**config.mk**
```make
export PLATFORM = sky130hd
export DESIGN_NAME = siren_tone_meter
export DESIGN_NICKNAME = d
export VERILOG_FILES = /design/src/rtl/siren_tone_meter.sv
export SDC_FILE = /design/constraint.sdc
export NUM_CORES = 1
export LEC_CHECK = 0
export ABC_AREA = 1
export BUFFER_PORTS_ARGS = -buffer_cell sky130_fd_sc_hd__buf_2
export CORE_ASPECT_RATIO = 0.6
export CORE_UTILIZATION = 61
export CTS_CLUSTER_SIZE = 40
export DETAILED_ROUTE_END_ITERATION = 8
export GPL_ROUTABILITY_DRIVEN = 0
export PLACE_DENSITY = 0.78
export RECOVER_POWER = 25
export SYNTH_ARGS = -nofsm -noshare
export SYNTH_HDL_FRONTEND = slang
export SYNTH_SLANG_ARGS = --single-unit
export TNS_END_PERCENT = 10
```
**constraint.sdc**
```tcl
create_clock -name clk -period 3.4 [get_ports clk]
set_input_delay 0.34 -clock clk [delete_from_list [all_inputs] [get_ports clk]]
set_output_delay 0.34 -clock clk [all_outputs]
set_load 0.02 [all_outputs]
```
**src/rtl/siren_tone_meter.sv**
```systemverilog
// Square-wave tone period meter with presence and sweep-direction flags.
// Optional TONE_AVG_EN: reported period is the mean of the last 4 accepted periods.
module siren_tone_meter #(
    parameter int CNT_W      = 20,
    parameter int TIMEOUT    = 1000000,
    parameter int MIN_PERIOD = 1000,
    parameter int HYST       = 16
) (
    input  logic             clk,
    input  logic             rst,
    input  logic             tone_in,
    output logic [CNT_W-1:0] period,
    output logic             period_valid,
    output logic             tone_present,
    output logic             sweep_up,
    output logic             sweep_down
);
    localparam logic [CNT_W-1:0] TIMEOUT_C = CNT_W'(TIMEOUT);
    localparam logic [CNT_W-1:0] MIN_C     = CNT_W'(MIN_PERIOD);
    localparam logic [CNT_W:0]   HYST_C    = (CNT_W + 1)'(HYST);

    typedef enum logic {IDLE, MEASURE} state_t;

    state_t           state_q, state_d;
    logic             sync1_q, sync2_q, hist_q;
    logic [CNT_W-1:0] count_q, count_d;
    logic [CNT_W-1:0] period_q, period_d;
    logic             valid_q, valid_d;
    logic             present_q, present_d;
    logic             up_q, up_d;
    logic             down_q, down_d;
    logic [CNT_W-1:0] prev_q, prev_d;
    logic             prev_ok_q, prev_ok_d;

    logic             edge_det;
    logic             accept;
    logic             meas_ok;
    logic [CNT_W-1:0] meas_val;
    logic [CNT_W:0]   new_w, prev_w;

`ifdef TONE_AVG_EN
    logic [CNT_W-1:0] hbuf_q [3];
    logic [CNT_W-1:0] hbuf_d [3];
    logic [1:0]       fill_q, fill_d;
    logic [CNT_W+1:0] sum;
`endif

    assign edge_det = sync2_q & ~hist_q;

    always_comb begin
        state_d   = state_q;
        count_d   = count_q;
        period_d  = period_q;
        valid_d   = 1'b0;
        present_d = present_q;
        up_d      = up_q;
        down_d    = down_q;
        prev_d    = prev_q;
        prev_ok_d = prev_ok_q;
        accept    = 1'b0;
        meas_ok   = 1'b0;
        meas_val  = count_q;
        new_w     = '0;
        prev_w    = '0;
`ifdef TONE_AVG_EN
        hbuf_d    = hbuf_q;
        fill_d    = fill_q;
        sum       = '0;
`endif
        case (state_q)
            IDLE: begin
                if (edge_det) begin
                    count_d = CNT_W'(1);
                    state_d = MEASURE;
                end
            end
            default: begin
                if (edge_det && count_q >= MIN_C) begin
                    accept  = 1'b1;
                    count_d = CNT_W'(1);
                end else if (!edge_det && count_q == TIMEOUT_C) begin
                    state_d   = IDLE;
                    count_d   = '0;
                    period_d  = '0;
                    present_d = 1'b0;
                    up_d      = 1'b0;
                    down_d    = 1'b0;
                    prev_ok_d = 1'b0;
`ifdef TONE_AVG_EN
                    fill_d    = '0;
`endif
                end else begin
                    // Glitch edges fall through here: the measurement keeps running.
                    count_d = count_q + 1'b1;
                end
            end
        endcase

`ifdef TONE_AVG_EN
        if (accept) begin
            sum = (CNT_W + 2)'(count_q) + (CNT_W + 2)'(hbuf_q[0])
                + (CNT_W + 2)'(hbuf_q[1]) + (CNT_W + 2)'(hbuf_q[2]);
            hbuf_d[0] = count_q;
            for (int i = 1; i < 3; i++) hbuf_d[i] = hbuf_q[i-1];
            if (fill_q == 2'd3) begin
                meas_ok  = 1'b1;
                meas_val = sum[CNT_W+1:2];
            end else begin
                fill_d = fill_q + 1'b1;
            end
        end
`else
        meas_ok  = accept;
        meas_val = count_q;
`endif

        if (meas_ok) begin
            period_d  = meas_val;
            valid_d   = 1'b1;
            present_d = 1'b1;
            prev_d    = meas_val;
            prev_ok_d = 1'b1;
            new_w     = {1'b0, meas_val};
            prev_w    = {1'b0, prev_q};
            if (prev_ok_q) begin
                if (new_w + HYST_C < prev_w) begin
                    up_d   = 1'b1;
                    down_d = 1'b0;
                end else if (new_w > prev_w + HYST_C) begin
                    up_d   = 1'b0;
                    down_d = 1'b1;
                end
            end
        end
    end

    always_ff @(posedge clk or posedge rst) begin
        if (rst) begin
            state_q   <= IDLE;
            sync1_q   <= 1'b0;
            sync2_q   <= 1'b0;
            hist_q    <= 1'b0;
            count_q   <= '0;
            period_q  <= '0;
            valid_q   <= 1'b0;
            present_q <= 1'b0;
            up_q      <= 1'b0;
            down_q    <= 1'b0;
            prev_q    <= '0;
            prev_ok_q <= 1'b0;
`ifdef TONE_AVG_EN
            fill_q    <= '0;
            for (int i = 0; i < 3; i++) hbuf_q[i] <= '0;
`endif
        end else begin
            state_q   <= state_d;
            sync1_q   <= tone_in;
            sync2_q   <= sync1_q;
            hist_q    <= sync2_q;
            count_q   <= count_d;
            period_q  <= period_d;
            valid_q   <= valid_d;
            present_q <= present_d;
            up_q      <= up_d;
            down_q    <= down_d;
            prev_q    <= prev_d;
            prev_ok_q <= prev_ok_d;
`ifdef TONE_AVG_EN
            fill_q    <= fill_d;
            for (int i = 0; i < 3; i++) hbuf_q[i] <= hbuf_d[i];
`endif
        end
    end

    assign period       = period_q;
    assign period_valid = valid_q;
    assign tone_present = present_q;
    assign sweep_up     = up_q;
    assign sweep_down   = down_q;
endmodule

```
Word-level counts from Yosys, hierarchy flattened:

Index checks and enable logic that the tools add are counted.
Widths: inputs -> output; s select.

* bits in registers: 68
* bits of input ports: 3
* output and inout bits: 24
* word-level logic and storage cells: 61

* add/sub/neg operators: 3
* order comparisons: 3
* eq/ne operators: 2
* multiplexer cells: 33
* bitwise gates (word level): 2
* reductions and logical operators: 7

Operators by type and width (number)
* $mux 20: 8
* $add 20x5->21 const B: 2
* $mux 1: 25
* $gt 20x21->1: 1
* $lt 21x20->1: 1
* $add 20x1->20 const B: 1
* $eq 20x20->1 const B: 1
* $ge 20x10->1 const B: 1
* $reduce_bool 2->1: 3
* $reduce_and 3->1: 1
* $logic_and 1x1->1: 2
* $ne 2x2->1 const B: 1
* $and 1x1->1: 1
* $logic_not 1->1: 1
* $not 1->1: 1

Longest topological paths before layout:

* depth after elaboration: 11
* gate-level depth with buffers: 21
* mapped depth without buffers: 21

Worst setup path after synthesis:

OpenSTA, ideal clock, no wires.

* path type: reg-to-reg
* start: register prev_q[4]
* end: register down_q, in the netlist sweep_down
* setup time: 113 ps
* data arrival time: 2289 ps
* data required time: 3287 ps
* setup slack: 998 ps
* cell stages (with the launch flop): 19
* path buffers: 0
* clock period less this slack: 2402 ps
* cell sequence: dfrtp_1 ha_1 nand3_1 nor2_1 inv_1 nor2_1 nand4_1 nor2_1 xor2_1 ha_1 a21o_1 nand3_1 nand2_1 nor2_1 nand3_1 nand2_1 nand2_1 nand2_1 inv_1

* word-level cells in the longest chain between the ends: 6
* elaborated cells on any way between the ends: 7
* classes of those cells: 1 x add/sub; 2 x order compare; 4 x mux

RTL lines
* start, declared: line 32 `logic [CNT_W-1:0] prev_q, prev_d;`
* start signal, assigned: line 166 `prev_q <= prev_d;`
* $add 20x5->21: line 129 `end else if (new_w > prev_w + HYST_C) begin`
* $gt 20x21->1: line 129
* $mux 1: line 129
* $mux 1 (*): line 126 `if (new_w + HYST_C < prev_w) begin`
* $mux 1 (*): line 125 `if (prev_ok_q) begin`
* $mux 1 (*): line 117 `if (meas_ok) begin`
* via down_d: line 31 `logic down_q, down_d;`
* end signal, assigned: line 165 `down_q <= down_d;`
* end, declared: line 31

Mark *: on every way through the listed nets, which the timed path passes. The rest lies on a longest branch.
A chain may end at the register's enable or synchronous reset.

Worst setup path after layout:

Same ends and word-level chain as after synthesis.

==> summary.txt <==
Clock network
  – Post-CTS Setup Repair Bufs: 0
  – Clock sinks: 68
  – CTS tree: built
  – Root buffer cell: clkbuf_16
  – CTS resizes: 0
  – Clock buffer depth: 2
  – Worst-path clk slew: 0.05 ns
  – Clk Latency, worst-skew pair: 0.34 ns
  – CTS Hold Bufs: 0
  – Num CTS Buffers: 9
  – # H-tree levels: 3

Floorplan
  – Core Area: 6820 um2
  – Die span in y: 67.69 um
  – Die area: 7546 um2
  – Initial Util: 64.32%
  – Top Ports: 27
  – Cell Rows: 23
  – Die W: 111.5 um

Worst setup path
  – Crit Path Max Fanout: 4
  – Reg2reg start: prev_q[4]
  – Worst Path Buf+Inv: 2
  – Worst R2R End: sweep_down
  – Setup CP Type: register to register
  – Worst R2R Setup Slack: 0.42 ns
  – CP max-delay cell: dfrtp_1
  – Worst-path cell chain: ha_1 > nand3_1 > nor2_1 > inv_1 > nor2_1 > nand4_1 > nor2_1 > xor2_1 > ha_1 > a21o_1 > nand3_1 > nand2_1 > nor2_1 > nand3_1 > nand2_1 > nand2_1 > nand2_1 > inv_1
  – CP startpoint kind: register
  – Top Family by Delay on Critical Path: simple AND/OR/NAND/NOR gates
  – FF-to-FF path depth: 18
  – Critical path required time: 3.63 ns
  – Critical path capture point type: register
  – Max incr delay on CP: 0.42 ns
  – Crit path DAT: 3.21 ns

Logic synthesis
  – Post-synth EDFFs: 0
  – Ranking of synthesized cells by area: dfrtp_1 (39%), nand2_1 (14%), ha_1 (12%)
  – Warnings from Yosys: 0
  – Synth Flop Type: dfrtp_1
  – Syn Std Cell Area: 4387 um2
  – Synth top area share: 38.79%
  – Cell accounting for the most synthesized area: dfrtp_1
  – Register area share after synthesis: 38.79%
  – Synth Register Bits: 68
  – Post-synthesis cell count: 548
  – Async set-reset flop share out of synthesis: 100.0%
  – Post-synth cell types: 39
  – Net count after synthesis: 593
  – Syn_area_per_cell: 8.005 um2

STA
  – Min Tclk post-route: 2.978 ns
  – Unrepaired setup endpoints after global routing: no
  – Least-Margin Pin Slew: 1.413 ns
  – Hold Worst Slack: 0.1099 ns
  – Setup TNS: 0 ns
  – Pins Over Slew Limit: 0
  – Clock skew: 0.004959 ns
  – Fin crit share: 87.59%
  – Worst slew margin: 5.720%
  – Hold Vio Cnt, Final: 0
  – Final setup violation count: 0
  – Peak Freq: 335.8 MHz

Global routing
  – Initial antenna violation count: 0
  – GR Util met3: 7.810%
  – Grt ovf: 0
  – Met2 Resource Use GR: 47.42%
  – First-pass GRT wire length: 17,050 um
  – Met1 Use GR: 42.07%
  – Busiest grt layer: met2
  – Total Routing Usage GR: 30.38%
  – Vias in the first global route: 3,468
  – Largest net degree at the start of global routing: 37

Pwr
  – Sequential power share: 31.7%
  – PwrDens: 744.6 nW/um2
  – P_sw: 1460 uW
  – Sw frac: 40.18%
  – Comb power frac: 39.5%
  – Clock power frac: 28.8%
  – Internal Power: 2174 uW
  – Leak pwr: 0.002593 uW
  – Max VDD drop: 0.6080 mV
  – Total power: 3634 uW

Hold path
  – WHS Endpoint: sync1_q
  – Worst hold path class: primary input to register
  – Min-Delay Path Depth: 1
  – Worst Hold Launch: tone_in

Finish
  – Final Non-Filler Cells: 670
  – Number of diodes: 0
  – Final nets: 623
  – Ratio of cells with drive above 1 in the final layout: 13.72%
  – Most common cell after layout, fill and taps aside: nand2_1
  – Area Growth Syn to Fin: 11.27%
  – # fillers: 532
  – Most frequent cells in the layout: nand2_1 (160), inv_1 (69), dfrtp_1 (68), ha_1 (42), nor2_1 (35)
  – Final Util: 71.56%

Status
  – Failing checks: DRC
  – Run status: finished with violations

Drt
  – Final antenna-violating net count: 0
  – DR iter-0 viols: 319
  – Drt total wl: 10,310 um
  – Vias per cell: 5.581
  – Vias after detailed routing: 3,739
  – Remaining DRCs: 2
  – Drt pass-1 iters: 8
  – Routed length per instance: 15.39 um

Placed design
  – Post-DP HPWL: 7497 um
  – Placed Instances: 654
  – PortBufs: 26

Run
  – Max_cap viols: 0
-- area by class of cell --
class                           instances  area [um2]  area share, %
Inverter                               77       294.0          6.024
Clock inverter                          4       70.07          1.436
Tap cell                               87       108.9          2.230
Timing Repair Buffer                   29       148.9          3.051
Sequential cell                        68        1702          34.86
Clock buffer                           12       266.5          5.460
Multi-Input combinational cell        393        2291          46.94
-- routing by layer --
layer	part of all wire, %	vias up
met3	8.7	21
met2	42	173
li1	-	1801
met5	0	-
met4	1.6	0
met1	48	1744
-- power by group through the flow --
stage                     combinational [uW]  clock, uW  sequential (uW)
after detailed placement                1390          0             1160
after CTS                               1410       1050             1150
after global placement                  1330          0             1150
final                                   1430       1050             1150
after global routing                    1620       1090             1170
after floorplan                          996          0             1200
-- synth_stat cells, types with 2 or more instances --
cell	instances
nor3_2	4
o21ai_0	31
dfrtp_1	68
ha_1	42
nand2_2	3
nand3_2	2
inv_1	69
nand4_1	12
nor3_4	2
xor2_1	29
buf_6	5
buf_4	2
nand3_1	14
inv_4	2
a31oi_1	2
inv_2	5
nand2_1	160
nor3_1	9
nor2_1	35
o21ai_1	2
a21oi_1	18
nor2_2	15
-- stage by stage --
step,worst slack (ns),area [um2]
3_5_place_dp,0.5950,4548
6_report,0.4221,4881
2_1_floorplan,0.9981,4387
5_1_grt,0.1601,4881
3_3_place_gp,0.7204,4548
4_1_cts,0.4979,4885
-- kinds of logic (layout without fill, tap and decap cells) --
| logic type | count (synthesis) | in the layout | synth area share (%) |
|---|---|---|---|
| and+or+nand+nor | 264 | 264 | 27.44 |
| buffers and inverters | 87 | 122 | 8.984 |
| DFF | 68 | 68 | 38.79 |
| AOI/OAI and AO/OA | 57 | 57 | 6.817 |
| adders and majority gates | 42 | 42 | 11.98 |
| xor gates and xnor gates | 30 | 30 | 5.990 |
-- worst max path at each step --
stage,end,cells past startpoint,from
finish,sweep_down,18,prev_q[4]
global route,sweep_down,18,prev_q[4]
CTS,sweep_down,18,prev_q[4]
detailed placement,sweep_down,21,count_q[5]
global placement,sweep_down,21,count_q[5]
floorplan,sweep_down,18,prev_q[4]
Note: power is estimated with default switching activity, not from simulation.
